File: config.mk
export PLATFORM = sky130hd
export DESIGN_NAME = multicycle_ctrl
export DESIGN_NICKNAME = d
export VERILOG_FILES = /design/src/rtl/multicycle_ctrl.sv
export SDC_FILE = /design/constraint.sdc
export NUM_CORES = 1
export LEC_CHECK = 0
export CAP_MARGIN = 5
export CORE_AREA = 2 2 39 41
export DETAILED_ROUTE_END_ITERATION = 7
export DIE_AREA = 0 0 41 43
export DONT_BUFFER_PORTS = 1
export MAX_ROUTING_LAYER = met4
export PLACE_DENSITY = 0.74
export SLEW_MARGIN = 20
export SYNTH_ARGS = -nofsm -noshare
export SYNTH_HDL_FRONTEND = slang
export SYNTH_SLANG_ARGS = --single-unit
File: constraint.sdc
create_clock -name i_clk -period 2.79 [get_ports i_clk]
set_clock_uncertainty 0.15 [all_clocks]
set_input_delay 0.6975 -clock i_clk [delete_from_list [all_inputs] [get_ports i_clk]]
set_output_delay 0.6975 -clock i_clk [all_outputs]
set_load 0.005 [all_outputs]
File: src/rtl/multicycle_ctrl.sv
// multicycle_ctrl: main control FSM of the multicycle RV32I core.
// Sequences fetch, decode, address generation, memory access, execute and
// writeback over several cycles. It drives the datapath mux selects, the
// extend-unit immediate type, the ALU operation and the write enables.
// Optional build macro MULTICYCLE_CTRL_TRAP_EN: an unknown opcode parks the
// FSM in TRAP and raises o_illegal_instr. Without it, an unknown opcode is
// treated as a NOP.
//
// state     | enc | meaning
// ----------+-----+------------------------------------------------------
// FETCH     |  0  | read instruction at PC, PC <= PC + 4 on mem_ready
// DECODE    |  1  | read registers, ALUOut <= OldPC + imm (branch target)
// MEMADR    |  2  | ALUOut <= rs1 + imm (load/store address)
// MEMREAD   |  3  | read data memory at ALUOut
// MEMWB     |  4  | rd <= loaded data
// MEMWRITE  |  5  | write rs2 to memory at ALUOut
// EXECUTER  |  6  | ALUOut <= rs1 op rs2
// ALUWB     |  7  | rd <= ALUOut
// EXECUTEI  |  8  | ALUOut <= rs1 op imm
// JAL       |  9  | PC <= branch target, ALUOut <= OldPC + 4
// BEQ       | 10  | compare rs1/rs2, PC <= target when equal
// LUI       | 11  | ALUOut <= 0 + U-immediate
// TRAP      | 15  | illegal opcode, held until reset (macro builds only)

module multicycle_ctrl #(
  parameter bit SINGLE_CYCLE_MEM = 1'b0
) (
  input  logic       i_clk,
  input  logic       i_reset,
  input  logic [6:0] i_op,
  input  logic [2:0] i_funct3,
  input  logic       i_funct7b5,
  input  logic       i_zero,
  input  logic       i_mem_ready,
  output logic       o_mem_req,
  output logic       o_mem_write,
  output logic       o_adr_src,
  output logic       o_ir_write,
  output logic       o_pc_write,
  output logic       o_reg_write,
  output logic [1:0] o_result_src,
  output logic [1:0] o_alu_src_a,
  output logic [1:0] o_alu_src_b,
  output logic [2:0] o_imm_src,
  output logic [2:0] o_alu_control,
`ifdef MULTICYCLE_CTRL_TRAP_EN
  output logic       o_illegal_instr,
`endif
  output logic [3:0] o_state
);

  typedef enum logic [3:0] {
    S_FETCH    = 4'd0,
    S_DECODE   = 4'd1,
    S_MEMADR   = 4'd2,
    S_MEMREAD  = 4'd3,
    S_MEMWB    = 4'd4,
    S_MEMWRITE = 4'd5,
    S_EXECUTER = 4'd6,
    S_ALUWB    = 4'd7,
    S_EXECUTEI = 4'd8,
    S_JAL      = 4'd9,
    S_BEQ      = 4'd10,
    S_LUI      = 4'd11,
    S_TRAP     = 4'd15
  } state_t;

  typedef enum logic [1:0] {
    ALUOP_ADD   = 2'd0,
    ALUOP_SUB   = 2'd1,
    ALUOP_FUNCT = 2'd2
  } aluop_t;

  localparam logic [6:0] OP_LOAD  = 7'b0000011;
  localparam logic [6:0] OP_STORE = 7'b0100011;
  localparam logic [6:0] OP_RTYPE = 7'b0110011;
  localparam logic [6:0] OP_IALU  = 7'b0010011;
  localparam logic [6:0] OP_BRANCH = 7'b1100011;
  localparam logic [6:0] OP_JAL   = 7'b1101111;
  localparam logic [6:0] OP_LUI   = 7'b0110111;

  state_t     r_state;
  state_t     w_next;
  aluop_t     w_aluop;
  logic       w_mem_ready;
  logic       w_mem_req;
  logic       w_mem_write;
  logic       w_adr_src;
  logic       w_ir_write;
  logic       w_pc_update;
  logic       w_branch;
  logic       w_reg_write;
  logic [1:0] w_result_src;
  logic [1:0] w_alu_src_a;
  logic [1:0] w_alu_src_b;
  logic [2:0] w_imm_src;
  logic [2:0] w_alu_control;
  logic       w_illegal;

  // With single-cycle memory every access completes in the cycle it is issued.
  assign w_mem_ready = SINGLE_CYCLE_MEM ? 1'b1 : i_mem_ready;

  // State register; reset aborts any instruction in flight and restarts at FETCH.
  always_ff @(posedge i_clk or posedge i_reset) begin
    if (i_reset) begin
      r_state <= S_FETCH;
    end else begin
      r_state <= w_next;
    end
  end

  // Next-state logic and Moore outputs per state (FETCH strobes gated by ready).
  always_comb begin
    w_next       = r_state;
    w_aluop      = ALUOP_ADD;
    w_mem_req    = 1'b0;
    w_mem_write  = 1'b0;
    w_adr_src    = 1'b0;
    w_ir_write   = 1'b0;
    w_pc_update  = 1'b0;
    w_branch     = 1'b0;
    w_reg_write  = 1'b0;
    w_result_src = 2'b00;
    w_alu_src_a  = 2'b00;
    w_alu_src_b  = 2'b00;
    w_illegal    = 1'b0;
    case (r_state)
      S_FETCH: begin
        w_mem_req    = 1'b1;
        w_alu_src_b  = 2'b10;
        w_result_src = 2'b10;
        w_ir_write   = w_mem_ready;
        w_pc_update  = w_mem_ready;
        if (w_mem_ready) begin
          w_next = S_DECODE;
        end
      end
      S_DECODE: begin
        w_alu_src_a = 2'b01;
        w_alu_src_b = 2'b01;
        case (i_op)
          OP_LOAD, OP_STORE: w_next = S_MEMADR;
          OP_RTYPE:          w_next = S_EXECUTER;
          OP_IALU:           w_next = S_EXECUTEI;
          OP_BRANCH:         w_next = S_BEQ;
          OP_JAL:            w_next = S_JAL;
          OP_LUI:            w_next = S_LUI;
`ifdef MULTICYCLE_CTRL_TRAP_EN
          default:           w_next = S_TRAP;
`else
          default:           w_next = S_FETCH;
`endif
        endcase
      end
      S_MEMADR: begin
        w_alu_src_a = 2'b10;
        w_alu_src_b = 2'b01;
        w_next      = i_op[5] ? S_MEMWRITE : S_MEMREAD;
      end
      S_MEMREAD: begin
        w_mem_req = 1'b1;
        w_adr_src = 1'b1;
        if (w_mem_ready) begin
          w_next = S_MEMWB;
        end
      end
      S_MEMWB: begin
        w_result_src = 2'b01;
        w_reg_write  = 1'b1;
        w_next       = S_FETCH;
      end
      S_MEMWRITE: begin
        w_mem_req   = 1'b1;
        w_mem_write = 1'b1;
        w_adr_src   = 1'b1;
        if (w_mem_ready) begin
          w_next = S_FETCH;
        end
      end
      S_EXECUTER: begin
        w_alu_src_a = 2'b10;
        w_alu_src_b = 2'b00;
        w_aluop     = ALUOP_FUNCT;
        w_next      = S_ALUWB;
      end
      S_ALUWB: begin
        w_result_src = 2'b00;
        w_reg_write  = 1'b1;
        w_next       = S_FETCH;
      end
      S_EXECUTEI: begin
        w_alu_src_a = 2'b10;
        w_alu_src_b = 2'b01;
        w_aluop     = ALUOP_FUNCT;
        w_next      = S_ALUWB;
      end
      S_JAL: begin
        w_alu_src_a = 2'b01;
        w_alu_src_b = 2'b10;
        w_pc_update = 1'b1;
        w_next      = S_ALUWB;
      end
      S_BEQ: begin
        w_alu_src_a = 2'b10;
        w_alu_src_b = 2'b00;
        w_aluop     = ALUOP_SUB;
        w_branch    = 1'b1;
        w_next      = S_FETCH;
      end
      S_LUI: begin
        w_alu_src_a = 2'b11;
        w_alu_src_b = 2'b01;
        w_next      = S_ALUWB;
      end
`ifdef MULTICYCLE_CTRL_TRAP_EN
      S_TRAP: begin
        w_illegal = 1'b1;
        w_next    = S_TRAP;
      end
`endif
      default: begin
        w_next = S_FETCH;
      end
    endcase
  end

  // ALU control: fixed add/sub, or operation chosen by funct3 for R/I-type.
  always_comb begin
    w_alu_control = 3'b000;
    case (w_aluop)
      ALUOP_ADD: w_alu_control = 3'b000;
      ALUOP_SUB: w_alu_control = 3'b001;
      ALUOP_FUNCT: begin
        case (i_funct3)
          3'b000:  w_alu_control = (i_op[5] & i_funct7b5) ? 3'b001 : 3'b000;
          3'b010:  w_alu_control = 3'b101;
          3'b110:  w_alu_control = 3'b011;
          3'b111:  w_alu_control = 3'b010;
          default: w_alu_control = 3'b000;
        endcase
      end
      default: w_alu_control = 3'b000;
    endcase
  end

  // Immediate type follows the opcode in every state; unknown opcodes give I-type.
  always_comb begin
    w_imm_src = 3'b000;
    case (i_op)
      OP_STORE:  w_imm_src = 3'b001;
      OP_BRANCH: w_imm_src = 3'b010;
      OP_JAL:    w_imm_src = 3'b011;
      OP_LUI:    w_imm_src = 3'b100;
      default:   w_imm_src = 3'b000;
    endcase
  end

  // Write enables and memory request are held off for the whole reset window.
  assign o_mem_req     = w_mem_req   & ~i_reset;
  assign o_mem_write   = w_mem_write & ~i_reset;
  assign o_ir_write    = w_ir_write  & ~i_reset;
  assign o_reg_write   = w_reg_write & ~i_reset;
  assign o_pc_write    = (w_pc_update | (w_branch & i_zero)) & ~i_reset;
  assign o_adr_src     = w_adr_src;
  assign o_result_src  = w_result_src;
  assign o_alu_src_a   = w_alu_src_a;
  assign o_alu_src_b   = w_alu_src_b;
  assign o_imm_src     = w_imm_src;
  assign o_alu_control = w_alu_control;
  assign o_state       = r_state;
`ifdef MULTICYCLE_CTRL_TRAP_EN
  assign o_illegal_instr = w_illegal;
`endif

endmodule

==> out/qor.yml <==
status: "completed"
post-route-util_pct: 54.2
maxCapViolCount: 0
drive_gt1_share_pct: 13.3
clkSinkCount: 4
synth-edff-count: 0
synth-xor-area-share_pct: 1.23
layout_common_cells: "nor3_1, inv_1, nand2b_1, a21oi_1, nor2_1"
fin_crit_ns: 2.65
syn_area_um2: 709
routed_wl_mm: 1.92
yosysUniqueCellTypes: 42
die_h_um: 43
largest_reg_flops: 4
antennaDiodeCount: 0
nets: 124
power_uw: 604
grt_usage_pct: 25.5
max-vdd-ir-drop_uv: 291
cts_buffers: 3
cts_hold_buf: 0
placed_area_um2: 728
fillers: 140
h-tree-depth: 1
ant_nets: 0
grt_pass1_wl_mm: 3.00
fin_cells: 121
relSlewSlack_pct: 78.0
synth_area_per_cell_um2: 6.82
fin_area_um2: 751
antenna_found_initial: 0
synthArstFlopShare_pct: 100
overflow: 0
post-route-period-util_pct: 94.9
ys_ff_latch: 4
setup_viol: 0
start_util_pct: 51.3
yosys.area_share.simple_pct: 40.4
drtIter0Drc: 20
std_cell_rows: 14
critPathKind: "reg -> out"
cts-resized-gates: 0
finalHoldWorstSlack_ns: 0.0965
synth-main-ff-cell: "dfrtp_1"
numPortBuffers: 0
dp_cells: 118
seq_area_frac_synth_pct: 14.1
required_ns: 1.94
synth_top_family_by_area: "simple AND/OR/NAND/NOR gates"
grt_max_degree: 15
vias_per_cell: 6.50
worstPathArrival_ns: 1.80
path_clk_slew_ns: 0.04
multi_input_area_um2: 541
fin_ws_ns: 0.143
crit_fanout: 8
grt_pass1_vias: 766
synth_compound_area_share_pct: 25.4
hp-class: "in -> async"
leakage_nw: 0.307
post-place-ws_ns: 0.408
rsz0062_at_grt: "false"
synthAdderAreaFrac_pct: 4.94
clockRootBuffer: "clkbuf_4"
first_pass_iters: 4
post_cts_buffers: 0
syn_nets: 121
vias: 787
seqCellArea_um2: 100
power.density_mw_per_mm2: 805
clk_latency_ns: 0.24
areaGrowthSynthToFinish_pct: 5.82
drcViolationCount: 0
slew_viol_final: 0
finalHoldViolCount: 0
tritoncts: "built"
gp_congestion: 0.835
fin_tns_setup_ns: 0
synth_mux_area_share_pct: 4.23
yosys_warnings: 0
hpwl_mm: 1.54
fp.dieW_um: 41
ios: 37
coreArea_mm2: 0.00138
max_freq_ghz: 0.378
synth_cells: 104
dieArea_mm2: 0.00176
wire_per_inst_um: 15.8
worstMarginPinSlew_ns: 0.328
clockBufferDepth: 2
cp-end-kind: "output pin"
ff2ff_path_depth: 5
startpoint_type: "flip-flop"
## path summary, 6_finish.rpt
kind	start	endpoint	slack, ns
min	i_reset	o_state[3]	0.1
max reg2reg	o_state[1]	o_state[1]	1.09
min in group i_clk	i_op[5]	o_state[3]	0.41
max in group asynchronous	i_reset	o_state[0]	2.21
min reg2reg	o_state[2]	o_state[2]	0.63
max	o_state[3]	o_alu_control[2]	0.14
## layout make-up
type                       count  share of cell area [%]
sequential                     4                    13.3
clock buffer                   3                    3.00
timing repair buffer           4                    4.00
multi-input combinational     84                    72.0
tap                           16                    2.67
inverter                      10                    5.00
## synth_stat cells (3+ instances only)
cell / n / share of area (%)
a21oi_1: 8 / 5.6
a31oi_1: 3 / 2.6
buf_2: 3 / 2.1
dfrtp_1: 4 / 14
inv_1: 10 / 5.3
mux2i_1: 3 / 4.2
nand2_1: 5 / 2.6
nand2b_1: 8 / 7.1
nor2_1: 7 / 3.7
nor3_1: 10 / 7.1
## per-layer routing
layer	GRT usage [%]	share of wire, %	up-vias
met2	39.1	50	38
met4	16.0	2.2	0
met3	6.28	7.4	7
li1	-	-	379
met5	-	0	-
met1	28.0	40	363
## where the power goes
part	leakage, nW	total, mW	internal [mW]	switching, mW
registers	0.0535	0.0985	0.0779	0.0207
logic	0.239	0.433	0.169	0.263
clock network	0.0138	0.0731	0.0481	0.0250
total	0.307	0.604	0.295	0.309
## critical path, cell delays in order, from the launching register on
cell     delay [ns]
dfrtp_1        0.44
inv_1          0.19
nand3_1        0.09
a21oi_1        0.22
ha_1           0.29
nor4_1         0.32
## cells by family (layout without fill, tap and decap cells)
| kind of cell | Yosys count | after routing |
|---|---|---|
| AOI/OAI and AO/OA | 27 | 27 |
| muxes | 3 | 3 |
| adders and majority gates | 3 | 3 |
| buffers and inverters | 16 | 17 |
| and+or+nand+nor | 50 | 50 |
| xor gates and xnor gates | 1 | 1 |
| DFF | 4 | 4 |
Note: power is estimated with default switching activity, not from simulation.
